`src/rtl/mult_share_arbiter.sv`:
```
// Shared shift-and-add multiplier serving two four-phase requesters.
// A round-robin arbiter picks one requester in IDLE, the operands are
// captured once, WIDTH add/shift iterations run, and the result is held
// in DONE until the granted requester lowers its request.
module mult_share_arbiter #(
  parameter int WIDTH = 6
) (
  input  logic               system_clk,
  input  logic               rst,
  input  logic               req0,
  input  logic [WIDTH-1:0]   a0,
  input  logic [WIDTH-1:0]   b0,
  input  logic               req1,
  input  logic [WIDTH-1:0]   a1,
  input  logic [WIDTH-1:0]   b1,
  output logic               done0,
  output logic               done1,
  output logic [2*WIDTH-1:0] product,
  output logic [1:0]         grant,
  output logic               busy
);

  localparam int PW = 2 * WIDTH;
  localparam int CW = $clog2(WIDTH + 1);
  // Counter value seen during the final RUN iteration.
  localparam logic [CW-1:0] LAST_ITER = CW'(WIDTH - 1);

  typedef enum logic [1:0] {
    IDLE = 2'd0,
    RUN  = 2'd1,
    DONE = 2'd2
  } state_t;

  state_t           state_reg, state_next;
  logic [PW-1:0]    x_reg, x_next;
  logic [WIDTH-1:0] y_reg, y_next;
  logic [PW-1:0]    product_reg, product_next;
  logic [CW-1:0]    count_reg, count_next;
  logic [1:0]       grant_reg, grant_next;
  // Index of the requester served most recently; starts at 1 so that
  // requester 0 wins the first tie after reset.
  logic             last_reg, last_next;

  // Per-requester views so the arbiter and done logic index by requester.
  logic [1:0]       req_vec;
  logic [WIDTH-1:0] a_arr [2];
  logic [WIDTH-1:0] b_arr [2];
  logic [1:0]       done_vec;

  logic             winner;
  logic [WIDTH-1:0] win_a;
  logic [WIDTH-1:0] win_b;
  logic             granted_req;

  assign req_vec  = {req1, req0};
  assign a_arr[0] = a0;
  assign a_arr[1] = a1;
  assign b_arr[0] = b0;
  assign b_arr[1] = b1;

  // A requester sees done only while it owns the multiplier in DONE,
  // so at most one done line can ever be high.
  generate
    for (genvar gi = 0; gi < 2; gi++) begin : g_done
      assign done_vec[gi] = (state_reg == DONE) && grant_reg[gi];
    end
  endgenerate

  assign done0   = done_vec[0];
  assign done1   = done_vec[1];
  assign product = product_reg;
  assign grant   = grant_reg;
  assign busy    = (state_reg != IDLE);

  // Round-robin pick: a lone requester wins; on a tie the one not served last wins.
  always_comb begin
    winner = 1'b0;
    if (req_vec[0] && req_vec[1]) begin
      winner = ~last_reg;
    end else begin
      winner = req_vec[1];
    end
  end

  assign win_a       = a_arr[winner];
  assign win_b       = b_arr[winner];
  assign granted_req = |(grant_reg & req_vec);

  // Next-state and datapath update for the IDLE/RUN/DONE sequence.
  always_comb begin
    state_next   = state_reg;
    x_next       = x_reg;
    y_next       = y_reg;
    product_next = product_reg;
    count_next   = count_reg;
    grant_next   = grant_reg;
    last_next    = last_reg;
    unique case (state_reg)
      IDLE: begin
        if (|req_vec) begin
          x_next       = {{WIDTH{1'b0}}, win_a};
          y_next       = win_b;
          product_next = '0;
          count_next   = '0;
          grant_next   = winner ? 2'b10 : 2'b01;
          state_next   = RUN;
        end
      end
      RUN: begin
        // Fixed-length loop: every iteration runs even when Y is already zero,
        // so latency never depends on operand values.
        if (y_reg[0]) begin
          product_next = product_reg + x_reg;
        end
        x_next     = x_reg << 1;
        y_next     = y_reg >> 1;
        count_next = count_reg + CW'(1);
        if (count_reg == LAST_ITER) begin
          state_next = DONE;
        end
      end
      DONE: begin
        // Hold the result until the owner completes its handshake.
        if (!granted_req) begin
          state_next = IDLE;
          grant_next = 2'b00;
          last_next  = grant_reg[1];
        end
      end
      default: begin
        state_next = IDLE;
      end
    endcase
  end

  // State and datapath registers; reset aborts any operation in flight.
  always_ff @(posedge system_clk or negedge rst) begin
    if (!rst) begin
      state_reg   <= IDLE;
      x_reg       <= '0;
      y_reg       <= '0;
      product_reg <= '0;
      count_reg   <= '0;
      grant_reg   <= 2'b00;
      last_reg    <= 1'b1;
    end else begin
      state_reg   <= state_next;
      x_reg       <= x_next;
      y_reg       <= y_next;
      product_reg <= product_next;
      count_reg   <= count_next;
      grant_reg   <= grant_next;
      last_reg    <= last_next;
    end
  end

endmodule
```
`config.mk`:
```
export PLATFORM = sky130hd
export DESIGN_NAME = mult_share_arbiter
export DESIGN_NICKNAME = d
export VERILOG_FILES = /design/src/rtl/mult_share_arbiter.sv
export SDC_FILE = /design/constraint.sdc
export NUM_CORES = 1
export LEC_CHECK = 0
export CAP_MARGIN = 20
export CORE_MARGIN = 5
export CORE_UTILIZATION = 50
export CTS_CLUSTER_SIZE = 24
export DETAILED_ROUTE_END_ITERATION = 8
export GPL_TIMING_DRIVEN = 0
export PLACE_DENSITY = 0.9
export SLEW_MARGIN = 20
export SYNTH_ARGS = -nofsm -noshare
export SYNTH_HDL_FRONTEND = slang
export SYNTH_SLANG_ARGS = --single-unit
```
`constraint.sdc`:
```
create_clock -name system_clk -period 4.8 [get_ports system_clk]
set_input_delay 0.96 -clock system_clk [delete_from_list [all_inputs] [get_ports system_clk]]
set_output_delay 0.96 -clock system_clk [all_outputs]
set_load 0.02 [all_outputs]
```
==> results by group <==
Floorplan
  • Die X: 75.3 um
  • Die ar.: 5670 um2
  • Row cnt: 23
  • Core Area: 4060 um2
  • Effective utilization at floorplan: 52.5%
  • Vert. Die Dim: 75.3 um
  • Io pins: 45

Placement
  • Placed Cells: 303
  • Final Wtd Congestion: 0.788
  • Port buffer count: 44
  • Final HPWL DP: 3.65 mm

CTS
  • CTS Buf Count: 5
  • Clock transition at path regs: 70 ps
  • Setup bufs post-CTS: 0
  • Clk root buf: clkbuf_8
  • Post-cts sizing count: 0
  • Hold buffers post-CTS: 0
  • Depth of the CTS H-tree: 2
  • Clk buf depth: 2
  • Clk sink count: 38
  • TritonCTS clock tree: done
  • Clock Latency Late Sink: 290 ps

Setup path
  • CP startpoint kind: flip-flop
  • Endpoint class of the critical path: output port
  • Worst R2R Path Depth: 8
  • R2R setup slack: 2430 ps
  • CP max FO: 6
  • RR Endpoint: product[10]$_DFFE_PN0P_
  • Crit path DAT: 1750 ps
  • Crit Path Category: reg2out
  • Worst r2r src: product[0]$_DFFE_PN0P_
  • Worst EP required: 3840 ps

Logic synthesis
  • Post-synth EDFFs: 0
  • Mapped cell area: 2130 um2
  • Syn_nets: 250
  • Ys async rst share: 100%
  • Yosys warnings: 0
  • Post-synthesis register bit count: 38
  • Syn Inst Count: 208
  • Register area share after synthesis: 44.7%
  • Post-synth cell types: 40
  • Main synth FF type: dfrtp_1
  • Mean post-synth cell area: 10.2 um2

Power
  • Internal power: 1020 uW
  • P_sw: 728 uW
  • Max VDD drop: 0.270 mV
  • Reg power frac: 33.7%
  • Total power: 1750 uW
  • Switch share: 41.7%
  • Leakage power: 0.00123 uW
  • P per Cell Area: 638 nW/um2
  • Clock network power share: 12.9%
  • Gate power share: 53.4%

Min path
  • Hold path endpoint: product[11]$_DFFE_PN0P_
  • Hold path depth: 1
  • HP Start: product[11]$_DFFE_PN0P_
  • Hold Path Class: reg2reg

Global routing
  • GR Layer Usage met3: 5.47%
  • GR Util met2: 29.5%
  • GRT overflow: 0
  • Global-route wire length before repair: 7.82 mm
  • Vias in the first global route: 1775
  • Met1 usage: 23.2%
  • Initial antenna violation count: 0
  • Gr busiest metal: met2
  • Largest net degree at the start of global routing: 30
  • All-Layer GR Usage: 18.2%

Timing
  • Pins Over Slew Limit: 0
  • Fin crit period: 2710 ps
  • Final period util: 56.4%
  • Fin. Hold Viols: 0
  • Worst Tran Pin Value: 473 ps
  • Worst slew margin: 68.1%
  • Hold slack: 483 ps
  • Fmax: 370 MHz
  • RSZ-0062 raised after global routing: no
  • Final setup violating endpoints: 0
  • Final Skew: 7.52 ps
  • TNS Setup: 0 ps

Run
  • Max Cap Viol: 0

Drt
  • Initial DRC Count: 85
  • DRC viols: 0
  • Pre-Repair DR Iteration Count: 4
  • Vias per Instance: 5.66
  • Drt wl/cell: 15.2 um
  • DRT Wirelength: 4.73 mm
  • DRT antenna net count: 0
  • Vias post-DR: 1761

Layout
  • Commonest non-fill, non-tap cell in the layout: clkdlybuf4s50_1
  • Ant. Diodes: 0
  • Commonest non-fill, non-tap cells in the layout: clkdlybuf4s50_1, dfrtp_1, nand2_1
  • Area Overhead vs Synth: 28.6%
  • Non-filler cells, final: 311
  • Layout Nets: 302
  • Share of cells above drive strength 1: 7.28%

Status
  • Outcome: finished clean
[critical path, cell delays in order (launching register included)]
cell and delay (ps):
dfrtp_1 420, nor2b_1 270, and2_1 160, clkdlybuf4s50_1 600
[worst max path at each step]
stage | start | endpoint | slack (ps) | cells past startpoint
after floorplan | product[0]$_DFFE_PN0P_ | product[8]$_DFFE_PN0P_ | 2670 | 8
after global placement | rst | product[1]$_DFFE_PN0P_ | 1930 | 1
after detailed placement | req1 | x_reg[5]$_DFFE_PN0P_ | 1960 | 6
after CTS | state_reg[1]$_DFFE_PN0P_ | done1 | 2070 | 3
after global routing | state_reg[1]$_DFFE_PN0P_ | done1 | 1990 | 3
final | state_reg[1]$_DFFE_PN0P_ | done1 | 2090 | 3
[final cells by class]
type | count | area (um2)
plain buffers | 10 | 48.8
clock buffers | 7 | 86.3
clock inverters | 1 | 5.00
fillers | 328 | 1320
inverters | 4 | 15.0
multi-input cells | 156 | 1110
flip-flops and latches | 38 | 952
well taps | 50 | 62.6
repair buffers | 45 | 455
[stage by stage]
stage	cell area [um2]	util [%]	setup WS [ps]
2_1_floorplan	2130	-	2670
3_3_place_gp	2630	64.9	1930
3_5_place_dp	2650	65.3	1960
4_1_cts	2740	67.5	2070
5_1_grt	2740	67.5	1990
6_report	2740	67.5	2090
[cell usage after synthesis (2+ instances only)]
master	count	area [um2]
a211o_1	2	17.5
a211oi_1	2	15.0
a21boi_0	2	15.0
a21o_1	3	22.5
a21oi_1	15	75.1
a221o_1	10	100
a22o_1	8	70.1
and2_1	5	31.3
buf_2	3	15.0
clkbuf_1	5	18.8
dfrtp_1	37	926
ha_1	13	163
inv_1	4	15.0
mux2i_1	13	130
nand2_1	20	75.1
nand3_1	5	25.0
nor2_1	8	30.0
nor2b_1	2	12.5
nor3_1	3	15.0
o21a_1	2	15.0
o21ai_0	19	95.1
o21bai_1	2	15.0
xnor2_1	3	26.3
xor2_1	6	52.6
[kinds of logic after synthesis]
logic type / count (synthesis) / synth area share (%)
AOI/OAI and AO/OA: 72 / 23.4
xor gates and xnor gates: 9 / 3.70
adders and majority gates: 14 / 8.57
buffers and inverters: 14 / 2.99
DFF: 38 / 44.7
muxes: 14 / 6.64
and+or+nand+nor: 47 / 10.0
[power by group through the flow]
stage / logic (uW) / clock network (uW) / registers (uW)
2_1_floorplan: 616 / 0 / 616
3_3_place_gp: 897 / 0 / 585
3_5_place_dp: 933 / 0 / 593
4_1_cts: 939 / 231 / 588
5_1_grt: 1040 / 244 / 607
6_report: 933 / 225 / 589
[layer usage]
metal / vias up / wire length [um]
met2: 57 / 2300
met4: 0 / 27
li1: 866 / -
met1: 833 / 2110
met3: 5 / 287
met5: - / 0
(Power assumes the default switching activity.)
